### config.mk
export PLATFORM = sky130hd
export DESIGN_NAME = cache_port_arbiter_flat
export DESIGN_NICKNAME = d
export VERILOG_FILES = /design/src/rtl/cache_arb_pkg.sv /design/src/rtl/cache_port_arbiter_if.sv /design/src/rtl/cache_arb_pick.sv /design/src/rtl/cache_port_arbiter.sv /design/src/flat_wrapper.sv
export SDC_FILE = /design/constraint.sdc
export NUM_CORES = 1
export LEC_CHECK = 0
export ABC_CLOCK_PERIOD_IN_PS = 3800
export BUFFER_PORTS_ARGS = -buffer_cell sky130_fd_sc_hd__buf_2
export CAP_MARGIN = 20
export CORE_AREA = 4 4 107 109
export CTS_CLUSTER_DIAMETER = 60
export DETAILED_ROUTE_END_ITERATION = 7
export DIE_AREA = 0 0 111 113
export GPL_ROUTABILITY_DRIVEN = 1
export PLACE_DENSITY = 0.84
export SLEW_MARGIN = 20
export SYNTH_ARGS = -nofsm -noshare
export SYNTH_HDL_FRONTEND = slang
export SYNTH_HIERARCHICAL = 1
export SYNTH_SLANG_ARGS = --single-unit
### constraint.sdc
create_clock -name clk -period 3.8 [get_ports clk]
set_input_delay 0.76 -clock clk [delete_from_list [all_inputs] [get_ports clk]]
set_output_delay 0.76 -clock clk [all_outputs]
set_load 0.05 [all_outputs]
### src/rtl/cache_arb_pkg.sv
// Shared types and constants for the I/D cache port arbiter.
// Port ids, FSM state enum and the latched request bundle.
package cache_arb_pkg;

    localparam int ADDR_W    = 10;
    localparam int DATA_W    = 32;
    localparam int CNT_W_DEF = 16;

    localparam logic PORT_I = 1'b0;
    localparam logic PORT_D = 1'b1;

    typedef enum logic {
        IDLE = 1'b0,
        BUSY = 1'b1
    } arbState_e;

    typedef struct packed {
        logic              port;
        logic              we;
        logic [ADDR_W-1:0] addr;
        logic [DATA_W-1:0] wdata;
    } req_t;

endpackage

### src/rtl/cache_port_arbiter_if.sv
// Requester and cache-side bus of the cache port arbiter.
// master = arbiter view, slave = requesters plus cache view.
interface cache_port_arbiter_if;
    import cache_arb_pkg::*;

    logic              i_req;
    logic [ADDR_W-1:0] i_addr;
    logic              i_done;
    logic [DATA_W-1:0] i_rdata;

    logic              d_req;
    logic              d_we;
    logic [ADDR_W-1:0] d_addr;
    logic [DATA_W-1:0] d_wdata;
    logic              d_done;
    logic [DATA_W-1:0] d_rdata;

    logic              c_mem_read;
    logic              c_mem_write;
    logic [ADDR_W-1:0] c_address;
    logic [DATA_W-1:0] c_datain;
    logic              c_stall;
    logic [DATA_W-1:0] c_dataout;

    modport master (
        input  i_req, i_addr,
        input  d_req, d_we, d_addr, d_wdata,
        input  c_stall, c_dataout,
        output i_done, i_rdata,
        output d_done, d_rdata,
        output c_mem_read, c_mem_write, c_address, c_datain
    );

    modport slave (
        output i_req, i_addr,
        output d_req, d_we, d_addr, d_wdata,
        output c_stall, c_dataout,
        input  i_done, i_rdata,
        input  d_done, d_rdata,
        input  c_mem_read, c_mem_write, c_address, c_datain
    );

endinterface

### src/rtl/cache_arb_pick.sv
// Combinational winner select between fetch and data requests.
// CACHE_ARB_FIXED_PRIO_EN: data wins ties, no last-grant input.
module cache_arb_pick
    import cache_arb_pkg::*;
(
    input  logic iReq,
    input  logic dReq,
`ifndef CACHE_ARB_FIXED_PRIO_EN
    input  logic lastQ,
`endif
    output logic grantId,
    output logic grantValid
);

    // pick a winner; ties go to data or to the port not granted last
    always_comb begin
        grantValid = iReq | dReq;
        grantId    = PORT_I;
        if (iReq && dReq) begin
`ifdef CACHE_ARB_FIXED_PRIO_EN
            grantId = PORT_D;
`else
            grantId = (lastQ == PORT_I) ? PORT_D : PORT_I;
`endif
        end else if (dReq) begin
            grantId = PORT_D;
        end
    end

endmodule

### src/rtl/cache_port_arbiter.sv
// Shares one cache between fetch and data ports, one access at a time.
// CACHE_ARB_FIXED_PRIO_EN selects fixed data priority over round-robin.
module cache_port_arbiter
    import cache_arb_pkg::*;
#(
    parameter int CNT_W = CNT_W_DEF
) (
    input  logic                 clk,
    input  logic                 rst,
    cache_port_arbiter_if.master bus,
    output logic                 busy,
    output logic [CNT_W-1:0]     stall_cnt
);

    arbState_e         state;
    arbState_e         stateNext;
    req_t              reqQ;
    logic              grantId;
    logic              grantValid;
    logic              load;
    logic              finish;
    logic              iDoneQ;
    logic              dDoneQ;
    logic [DATA_W-1:0] iRdataQ;
    logic [DATA_W-1:0] dRdataQ;
    logic [CNT_W-1:0]  stallCntQ;
`ifndef CACHE_ARB_FIXED_PRIO_EN
    logic              lastQ;
`endif

    cache_arb_pick uPick (
        .iReq       (bus.i_req),
        .dReq       (bus.d_req),
`ifndef CACHE_ARB_FIXED_PRIO_EN
        .lastQ      (lastQ),
`endif
        .grantId    (grantId),
        .grantValid (grantValid)
    );

    // state register
    always_ff @(posedge clk or negedge rst) begin
        if (!rst) state <= IDLE;
        else      state <= stateNext;
    end

    // next state and cache command, driven only from latched request
    always_comb begin
        stateNext       = state;
        load            = 1'b0;
        finish          = 1'b0;
        bus.c_mem_read  = 1'b0;
        bus.c_mem_write = 1'b0;
        bus.c_address   = '0;
        bus.c_datain    = '0;
        unique case (state)
            IDLE: begin
                if (grantValid) begin
                    load      = 1'b1;
                    stateNext = BUSY;
                end
            end
            BUSY: begin
                bus.c_mem_read  = !reqQ.we;
                bus.c_mem_write = reqQ.we;
                bus.c_address   = reqQ.addr;
                bus.c_datain    = reqQ.wdata;
                if (!bus.c_stall) begin
                    finish    = 1'b1;
                    stateNext = IDLE;
                end
            end
            default: ;
        endcase
    end

    // latch the winner's request and remember who was granted
    always_ff @(posedge clk or negedge rst) begin
        if (!rst) begin
            reqQ  <= '0;
`ifndef CACHE_ARB_FIXED_PRIO_EN
            lastQ <= PORT_D;
`endif
        end else if (load) begin
            if (grantId == PORT_D) begin
                reqQ <= '{port: PORT_D, we: bus.d_we,
                          addr: bus.d_addr, wdata: bus.d_wdata};
            end else begin
                reqQ <= '{port: PORT_I, we: 1'b0,
                          addr: bus.i_addr, wdata: '0};
            end
`ifndef CACHE_ARB_FIXED_PRIO_EN
            lastQ <= grantId;
`endif
        end
    end

    // one-cycle done pulse and registered read data to the winner
    always_ff @(posedge clk or negedge rst) begin
        if (!rst) begin
            iDoneQ  <= 1'b0;
            dDoneQ  <= 1'b0;
            iRdataQ <= '0;
            dRdataQ <= '0;
        end else begin
            iDoneQ <= finish && (reqQ.port == PORT_I);
            dDoneQ <= finish && (reqQ.port == PORT_D);
            if (finish && (reqQ.port == PORT_I)) iRdataQ <= bus.c_dataout;
            if (finish && (reqQ.port == PORT_D)) dRdataQ <= bus.c_dataout;
        end
    end

    // saturating count of stalled busy cycles
    always_ff @(posedge clk or negedge rst) begin
        if (!rst) begin
            stallCntQ <= '0;
        end else if (state == BUSY && bus.c_stall && !(&stallCntQ)) begin
            stallCntQ <= stallCntQ + CNT_W'(1);
        end
    end

    assign bus.i_done  = iDoneQ;
    assign bus.i_rdata = iRdataQ;
    assign bus.d_done  = dDoneQ;
    assign bus.d_rdata = dRdataQ;
    assign busy        = (state == BUSY);
    assign stall_cnt   = stallCntQ;

endmodule

### src/flat_wrapper.sv
// flat-port wrapper written by rule: the top's interface ports become plain ports
module cache_port_arbiter_flat import cache_arb_pkg::*;
#(
    parameter int CNT_W = CNT_W_DEF
)
  (clk, rst, busy, stall_cnt, bus_i_req, bus_i_addr, bus_d_req, bus_d_we, bus_d_addr, bus_d_wdata, bus_c_stall, bus_c_dataout, bus_i_done, bus_i_rdata, bus_d_done, bus_d_rdata, bus_c_mem_read, bus_c_mem_write, bus_c_address, bus_c_datain);
  cache_port_arbiter_if bus_i ();
  input  logic clk;
  input  logic rst;
  output logic busy;
  output logic [CNT_W-1:0] stall_cnt;
  input wire logic [$bits(bus_i.i_req)-1:0] bus_i_req;
  input wire logic [$bits(bus_i.i_addr)-1:0] bus_i_addr;
  input wire logic [$bits(bus_i.d_req)-1:0] bus_d_req;
  input wire logic [$bits(bus_i.d_we)-1:0] bus_d_we;
  input wire logic [$bits(bus_i.d_addr)-1:0] bus_d_addr;
  input wire logic [$bits(bus_i.d_wdata)-1:0] bus_d_wdata;
  input wire logic [$bits(bus_i.c_stall)-1:0] bus_c_stall;
  input wire logic [$bits(bus_i.c_dataout)-1:0] bus_c_dataout;
  output wire logic [$bits(bus_i.i_done)-1:0] bus_i_done;
  output wire logic [$bits(bus_i.i_rdata)-1:0] bus_i_rdata;
  output wire logic [$bits(bus_i.d_done)-1:0] bus_d_done;
  output wire logic [$bits(bus_i.d_rdata)-1:0] bus_d_rdata;
  output wire logic [$bits(bus_i.c_mem_read)-1:0] bus_c_mem_read;
  output wire logic [$bits(bus_i.c_mem_write)-1:0] bus_c_mem_write;
  output wire logic [$bits(bus_i.c_address)-1:0] bus_c_address;
  output wire logic [$bits(bus_i.c_datain)-1:0] bus_c_datain;
  assign bus_i.i_req = bus_i_req;
  assign bus_i.i_addr = bus_i_addr;
  assign bus_i.d_req = bus_d_req;
  assign bus_i.d_we = bus_d_we;
  assign bus_i.d_addr = bus_d_addr;
  assign bus_i.d_wdata = bus_d_wdata;
  assign bus_i.c_stall = bus_c_stall;
  assign bus_i.c_dataout = bus_c_dataout;
  assign bus_i_done = bus_i.i_done;
  assign bus_i_rdata = bus_i.i_rdata;
  assign bus_d_done = bus_i.d_done;
  assign bus_d_rdata = bus_i.d_rdata;
  assign bus_c_mem_read = bus_i.c_mem_read;
  assign bus_c_mem_write = bus_i.c_mem_write;
  assign bus_c_address = bus_i.c_address;
  assign bus_c_datain = bus_i.c_datain;
  cache_port_arbiter #(.CNT_W(CNT_W)) u_core (.clk(clk), .rst(rst), .bus(bus_i), .busy(busy), .stall_cnt(stall_cnt));
endmodule
==> results.md, run 1 <==
- The register-to-register setup slack is 1480 ps.
- Setup repair after global routing left no endpoint under its margin.
- The via count of the first global-routing pass came to 4,690.
- The number of nets in the final layout is 829.
- The TritonCTS buffer count is 17.
- For this run, asynchronously set or reset flops after synthesis account for 1.00.
- The data arrival time of the worst path is 1810 ps.
- The synthesized netlist occupies a cell area of 5410 um2.
- The number of hold-repair buffers added at the cts stage is 0.
- Dividing the final minimum period by the clock period gives 0.675.
- The leakage power is 0.00387 uW.
- The global router's overall resource usage is 0.227.
- Of the post-synthesis cell area, the dominant cell type holds 0.588.
- The signal on the critical path passes through and2_1 -> buf_2.
- The floorplan has 38 rows.
- The count of buffering cells on the critical path with inverters included is 1.
- For this run, the leading register cell type out of synthesis is sky130_fd_sc_hd__dfrtp_1.
- Timing analysis after detailed placement gives a worst setup slack of 1190 ps.
- The detailed-routing iteration count for the pre-antenna-repair pass is 5.
- The worst hold path belongs to the class in -> async.
- In the post-synthesis netlist, the biggest area contributors are sky130_fd_sc_hd__dfrtp_1, sky130_fd_sc_hd__nand2_1, sky130_fd_sc_hd__mux2_2.
- The count of synthesis-stage warnings from yosys is 6.
- Clock-pin slew was measured on the worst setup and hold paths at 60 ps.
- The transition time at the pin with the least slew margin is 991 ps.
- The total power draw is 7120 uW.
- Counting distinct cell types in the post-synthesis netlist gives 37.
- The post-route worst setup slack is 1230 ps.
- The die is 113 um tall.
- The areal power density over the cells is 977 nW/um2.
- The number of cells in the design after placement is 859.
- The root buffer cell chosen for the clock tree is sky130_fd_sc_hd__clkbuf_8.
- At the worst endpoint, the required time is 3040 ps.
- Each instance of the synthesized netlist takes up on average 10.3 um2.
- The critical path's top delay family is flip-flops.
- The die outline width is 111 um.
- The library cells used most frequently in the layout, excluding fill and tap cells, are sky130_fd_sc_hd__buf_2, sky130_fd_sc_hd__nand2_1, sky130_fd_sc_hd__dfrtp_1.
- The count of endpoints failing hold in the final timing report is 0.
- The flow ran to the end, and the final reports show no timing, DRC or antenna violations.
- The largest total area in the synthesized netlist belongs to sky130_fd_sc_hd__dfrtp_1.
- VDD sags by at most 0.583 mV.
- The number of synthesized flops with an enable pin is 0.
- The most common library cell in the layout ignoring fill and taps is sky130_fd_sc_hd__buf_2.
- Of the synthesized area, sequential elements account for 0.593.
- The cell count after synthesis came out at 527.
- Along the worst path, the maximum fanout reaches 50.
- The initial antenna violation count is 1.
- The clock tree synthesis step divided the H-tree into 4 levels.
- The cell area after placement is 6620 um2.
- In this run the tool buffered the top-level ports with 216 buffer cells.
- The final max-slew violation count is 0.
- The first routing iteration left 235 violations.
- The total setup violations reported at the end of the flow is 0.
- The final instance area is 7290 um2.
- Routability-driven placement finished with a final weighted congestion of 0.837.
- The filler cells instantiated in the layout total 789.
- The worst setup path is captured at an output pin.
- The number of cells in the finished layout apart from fillers is 891.
- The combined area of the multi-input logic cells is 2080 um2.
- The number of clock sinks is 128.
- Entering global routing, the biggest net connects 66 pins.
- On the critical path, the stage with the largest delay is an instance of sky130_fd_sc_hd__dfrtp_2.
- The buffer depth of the longest clock path is 2.
- The worst setup path is launched from a register.
- The max-cap violation count is 0.
- The latest clock arrival within the worst-skew pair is 500 ps.
- TritonCTS built the clock tree.
- For the final database, setup skew stands at 10.6 ps.
- The number of antenna diodes in the final layout is 0.
- The total overflow left after global routing is 0.
- Dividing the detail-routed via count by the number of cells gives 5.06.
- For this configuration, the core starts out at a cell density of 0.510.
- The via count is 4,509.
- The start-to-end type of the worst setup path is reg -> out.
- The area growth from synthesis to layout is 34.8%.
- The first global-routing pass estimated 23,000 um of wire.
- In this run the post-CTS setup repair buffer count came out at 0.
- The maximum frequency from static timing analysis is 390 MHz.
- Synthesis inferred 128 register bits.
- Summing all flip-flop and latch instances after layout gives 3210 um2.
- After legalization and detailed placement, the total HPWL measured 9980 um.
- The worst pin sits at a relative slew slack of 0.338.
- The area of the placeable core is 10,600 um2.
- The worst path in the final design needs a cycle of 2570 ps, including I/O delays and setup.
- For this run, design rule violations remaining after detail routing come to 0.
- On the worst path, the slowest cell contributes a delay of 780 ps.
- In the final layout, the share of cells above drive strength 1 is 0.401.
- After detailed routing, the total wire length is 14,000 um.
- The routed length per instance is 15.7 um.
- When the netlist entered floorplanning its net count stood at 618.
- The die covers 12,500 um2.
- The remaining antenna violation count after routing is 0.
- The count of cells resized by post-cts repair is 0.
- In this run the count of I/O pins placed on the die edge is 217.
- In the final timing run, aggregate negative setup slack is 0 ps.
-- cell families after synthesis --
group | share of synthesized area
buf+inv | 0.0257
mux | 0.0894
compound gates | 0.0412
xor+xnor | 0.0227
flops | 0.593
simple gates | 0.226
fa+ha+maj | 0.00231
-- state kept, by name, summed over array words and instances (netlist names) --
name / flops
u_core/bus.d_done: 1
u_core/bus.d_rdata: 32
u_core/bus.i_done: 1
u_core/bus.i_rdata: 32
u_core/busy: 1
u_core/lastQ: 1
u_core/reqQ: 44
u_core/stall_cnt: 16
-- per-layer routing --
| layer | GRT usage | routed length (um) | part of all wire | vias to the layer above |
|---|---|---|---|---|
| met3 | 0.0652 | 1030 | 0.073 | 28 |
| li1 | - | - | - | 2135 |
| met5 | 0 | 13 | 0.00093 | - |
| met1 | 0.281 | 5650 | 0.40 | 2144 |
| met2 | 0.382 | 6990 | 0.50 | 200 |
| met4 | 0.0862 | 333 | 0.024 | 2 |
-- report_power, final --
group	internal (uW)	switching, uW	leakage, uW
Combinational	733	2350	0.00195
Clock	1210	618	0.000316
Sequential	1880	336	0.00161
-- synthesized netlist by cell type, types with 3 or more instances --
master                     count
sky130_fd_sc_hd__clkbuf_1     19
sky130_fd_sc_hd__xor2_1       13
sky130_fd_sc_hd__mux2i_1      10
sky130_fd_sc_hd__dfrtp_1     127
sky130_fd_sc_hd__nor2_1        6
sky130_fd_sc_hd__o21ai_0      43
sky130_fd_sc_hd__nor4_2        3
sky130_fd_sc_hd__nand2_1     184
sky130_fd_sc_hd__and2_1       43
sky130_fd_sc_hd__nor3_1        3
sky130_fd_sc_hd__mux2_2       33
sky130_fd_sc_hd__nand4_1       4
sky130_fd_sc_hd__buf_2         9
-- path summary, 6_finish.rpt --
check	end	start	cells past startpoint
max	bus_c_datain[24]	u_core/busy$_DFF_PN0_	2
min	u_core/bus.i_rdata[2]$_DFFE_PN0P_	rst	1
max reg2reg	u_core/bus.d_rdata[13]$_DFFE_PN0P_	u_core/busy$_DFF_PN0_	5
min reg2reg	u_core/reqQ[12]$_DFFE_PN0P_	u_core/reqQ[12]$_DFFE_PN0P_	2
max in group asynchronous	u_core/stall_cnt[11]$_DFFE_PN0P_	rst	2
min in group clk	u_core/bus.d_rdata[12]$_DFFE_PN0P_	bus_c_dataout[12]	3
-- stage by stage --
step,hold slack (ps),utilization
final,356,0.687
after global routing,409,0.687
after CTS,380,0.687
after detailed placement,464,0.624
after global placement,455,0.624
after floorplan,439,-
-- cell type report --
type | instances | share of cell area
Clock buffer | 17 | 0.0568
Clock inverter | 15 | 0.0350
Inverter | 2 | 0.00103
Multi-Input combinational cell | 366 | 0.286
Sequential cell | 128 | 0.440
Tap cell | 140 | 0.0240
Timing Repair Buffer | 223 | 0.158
No activity file was read; power rests on OpenSTA's default activity.
==> inputs of run 2 (changes only) <==
--- a/config.mk
+++ b/config.mk
@@ -5,15 +5,15 @@
 export SDC_FILE = /design/constraint.sdc
 export NUM_CORES = 1
 export LEC_CHECK = 0
-export ABC_CLOCK_PERIOD_IN_PS = 3800
+export ABC_CLOCK_PERIOD_IN_PS = 2300
 export BUFFER_PORTS_ARGS = -buffer_cell sky130_fd_sc_hd__buf_2
 export CAP_MARGIN = 20
-export CORE_AREA = 4 4 107 109
+export CORE_AREA = 4 4 116 118
 export CTS_CLUSTER_DIAMETER = 60
 export DETAILED_ROUTE_END_ITERATION = 7
-export DIE_AREA = 0 0 111 113
+export DIE_AREA = 0 0 120 122
 export GPL_ROUTABILITY_DRIVEN = 1
-export PLACE_DENSITY = 0.84
+export PLACE_DENSITY = 0.76
 export SLEW_MARGIN = 20
 export SYNTH_ARGS = -nofsm -noshare
 export SYNTH_HDL_FRONTEND = slang
==> constraint.sdc (replaced) <==
create_clock -name clk -period 2.3 [get_ports clk]
set_input_delay 0.46 -clock clk [delete_from_list [all_inputs] [get_ports clk]]
set_output_delay 0.46 -clock clk [all_outputs]
set_load 0.05 [all_outputs]
==> run 2 against run 1 <==
  * Setup slack got worse by 1000 ps
  * Flip-flop and latch count unchanged
  * Clock power up 37%
  * Critical endpoint is now bus_c_datain[16]
  * Largest cell class unchanged
==> results.md, run 2 (same netlist as run 1, synthesis figures left out) <==
- Across every metal layer, demand over resource in global routing totals 0.191.
- After detailed routing, the average wire length per cell comes to 14.7 um.
- Counting cells, the worst reg-to-reg path comes to 5.
- The post-route worst setup slack is 219 ps.
- For this run, the number of standard cells in the final layout without fillers is 929.
- The transition time at the pin with the least slew margin is 520 ps.
- The cell at the root of the clock tree is sky130_fd_sc_hd__clkbuf_16.
- The worst slew margin relative to its limit is 0.653.
- The most common library cell in the layout ignoring fill and taps is sky130_fd_sc_hd__buf_2.
- The largest clock skew in the final design is 6.78 ps.
- The worst register-to-register path ends at u_core/stall_cnt[10]$_DFFE_PN0P_.
- Of the total power, the share spent switching nets is 0.478.
- Post-CTS repair changed the size of 0 cells.
- For this block, the routed nets add up to 13,600 um of wire.
- The leakage power is 0.00385 uW.
- By startpoint and endpoint, the worst setup path is classified as reg -> out.
- At the placement stage, the worst setup path has a slack of 535 ps.
- The average vias per placed instance is 4.74.
- The setup fix buffers added after clock tree synthesis is 0.
- The cell count of the worst hold path is 3.
- The area growth from synthesis to layout is 34.8%.
- The number of top-level pins is 217.
- Port buffering added 216 buffers.
- Clock-pin slew was measured on the worst setup and hold paths at 50 ps.
- At the end of routability-driven placement, the weighted congestion stood at 0.784.
- The flow ran to the end, and the final reports show no timing, DRC or antenna violations.
- The die outline width is 120 um.
- In this run the critical register-to-register path is launched from u_core/stall_cnt[0]$_DFFE_PN0P_.
- The switching power is 5370 uW.
- The top cell types in the final layout, fill and taps aside, are sky130_fd_sc_hd__buf_2, sky130_fd_sc_hd__nand2_1, sky130_fd_sc_hd__dfrtp_1.
- The areal power density over the cells is 1540 nW/um2.
- The final instance area is 7280 um2.
- The global-route wire length before repair is 21,900 um.
- The count of endpoints failing hold in the final timing report is 0.
- The number of hold buffers added after CTS was 1.
- The clock tree from TritonCTS is yes.
- The final max-slew violation count is 0.
- The share of total power dissipated in combinational logic is 0.458.
- The via count of the first global-routing pass came to 4,495.
- The clock period could shrink to 2080 ps.
- Row generation in the floorplan step produced 41 rows.
- The die height is 122 um.
- The number of H-tree levels is 4.
- Detailed placement finished with a half-perimeter wire length of 10,000 um.
- The register-to-register setup slack is 580 ps.
- The category of the worst setup path launch point is a register.
- The number of antenna diodes in the final layout is 0.
- The die covers 14,600 um2.
- The startpoint of the tightest hold check path is bus_c_dataout[13].
- The peak supply drop is 0.721 mV.
- Hold timing on the final database bottoms out at a slack of 253 ps.
- Setup repair after global routing left no endpoint under its margin.
- The internal portion of total power is 5870 uW.
- The portion of the clock cycle consumed by the worst path in the final layout is 0.905.
- The data arrival time of the worst path is 1620 ps.
- Of the total power, the clock network draws 0.223.
- In this run the worst path has a maximum fanout of 32.
- In the routed design, unresolved DRC markers number 0.
- Derived from the worst setup path, the maximum achievable clock frequency is 481 MHz.
- Including well taps, the total number of placed cells is 896.
- In this run the cell area measured after placement is 6710 um2.
- The register with the most flip-flops in the layout has 44 of them.
- The remaining antenna violation count after routing is 0.
- The max-cap violation count is 0.
- The violation count after the first detailed-route iteration is 258.
- TritonCTS created 17 clock buffers.
- The via count is 4,404.
- u_core/reqQ holds more flip-flops than any other register.
- The initial antenna violation count came to 0.
- For this configuration, the core starts out at a cell density of 0.434.
- For this run, the detailed router's first-pass iteration total came to 4.
- The capture endpoint of the worst hold path is u_core/bus.d_rdata[13]$_DFFE_PN0P_.
- The endpoint type of the worst setup path is an output pin.
- The core region is 12,500 um2.
- The clock drives 128 sinks.
- The buffer depth of the longest clock path is 2.
- The final sum of negative setup slack is 0 ps.
- The maximum number of pins on one net before global-route repair is 51.
- The fraction of final layout cells sized beyond drive strength 1 is 0.403.
- The clock reaches the later pin of the worst-skew pair after 420 ps.
- The global-route congestion overflow total is 0.
- The min-delay analysis places its worst path in the category in -> reg.
- Setup violations remaining at the end of the flow were counted as 0.
- The part of the total power dissipated in sequential elements is 0.319.
- The worst endpoint required time is 1840 ps.
- After the last flow step, the layout net total stands at 835.
[run 2: cell count changes in the layout (fill, tap and decap cells not counted), moves of 2 or more]
| cell | before | now |
|---|---|---|
| sky130_fd_sc_hd__clkinvlp_4 | 3 | 8 |
| sky130_fd_sc_hd__bufinv_16 | 6 | 1 |
| sky130_fd_sc_hd__buf_4 | 7 | 11 |
| sky130_fd_sc_hd__inv_6 | 4 | 1 |
| sky130_fd_sc_hd__clkinv_4 | 2 | 0 |
| sky130_fd_sc_hd__clkinv_2 | 0 | 3 |
[run 2: worst max-delay path by stage]
stage                           from                               end  slack [ps]  cells after the start
2_1_floorplan  u_core/busy$_DFF_PN0_                    bus_c_mem_read         160                      2
3_3_place_gp             bus_c_stall  u_core/stall_cnt[10]$_DFFE_PN0P_         590                      5
3_5_place_dp             bus_c_stall  u_core/stall_cnt[13]$_DFFE_PN0P_         540                      5
4_1_cts        u_core/busy$_DFF_PN0_                  bus_c_datain[16]         200                      3
5_1_grt        u_core/busy$_DFF_PN0_                  bus_c_datain[16]         110                      3
6_report       u_core/busy$_DFF_PN0_                  bus_c_datain[16]         220                      3
[run 2: metrics by stage]
step / power (uW) / utilization
3_3_place_gp: 8660 / 0.538
2_1_floorplan: 7450 / -
4_1_cts: 11400 / 0.584
3_5_place_dp: 8810 / 0.538
5_1_grt: 11800 / 0.584
6_report: 11200 / 0.584
[run 2: area by class of cell]
| type | instances | area [um2] |
|---|---|---|
| Fill cell | 1073 | 5180 |
| Inverter | 2 | 7.51 |
| Clock inverter | 13 | 114 |
| Sequential cell | 128 | 3200 |
| Tap cell | 172 | 215 |
| Multi-Input combinational cell | 366 | 2080 |
| Clock buffer | 19 | 453 |
| Timing Repair Buffer | 229 | 1210 |
[run 2: routing by layer]
metal,vias up,share of wire,track usage
li1,2142,-,-
met3,28,0.075,0.0641
met5,-,0,0
met1,2076,0.41,0.222
met2,158,0.50,0.327
met4,0,0.021,0.0766
[run 2: power by group through the flow]
stage	Clock [uW]	Sequential, uW	Combinational (uW)
5_1_grt	2700	3700	5430
2_1_floorplan	0	5700	1750
3_3_place_gp	0	3580	5080
6_report	2510	3580	5150
3_5_place_dp	0	3620	5180
4_1_cts	2580	3590	5200
[run 2: critical path, stage by stage, from the launching register on]
cell                      delay, ps
sky130_fd_sc_hd__dfrtp_1        410
sky130_fd_sc_hd__buf_4          300
sky130_fd_sc_hd__and2_1         200
sky130_fd_sc_hd__buf_2          270
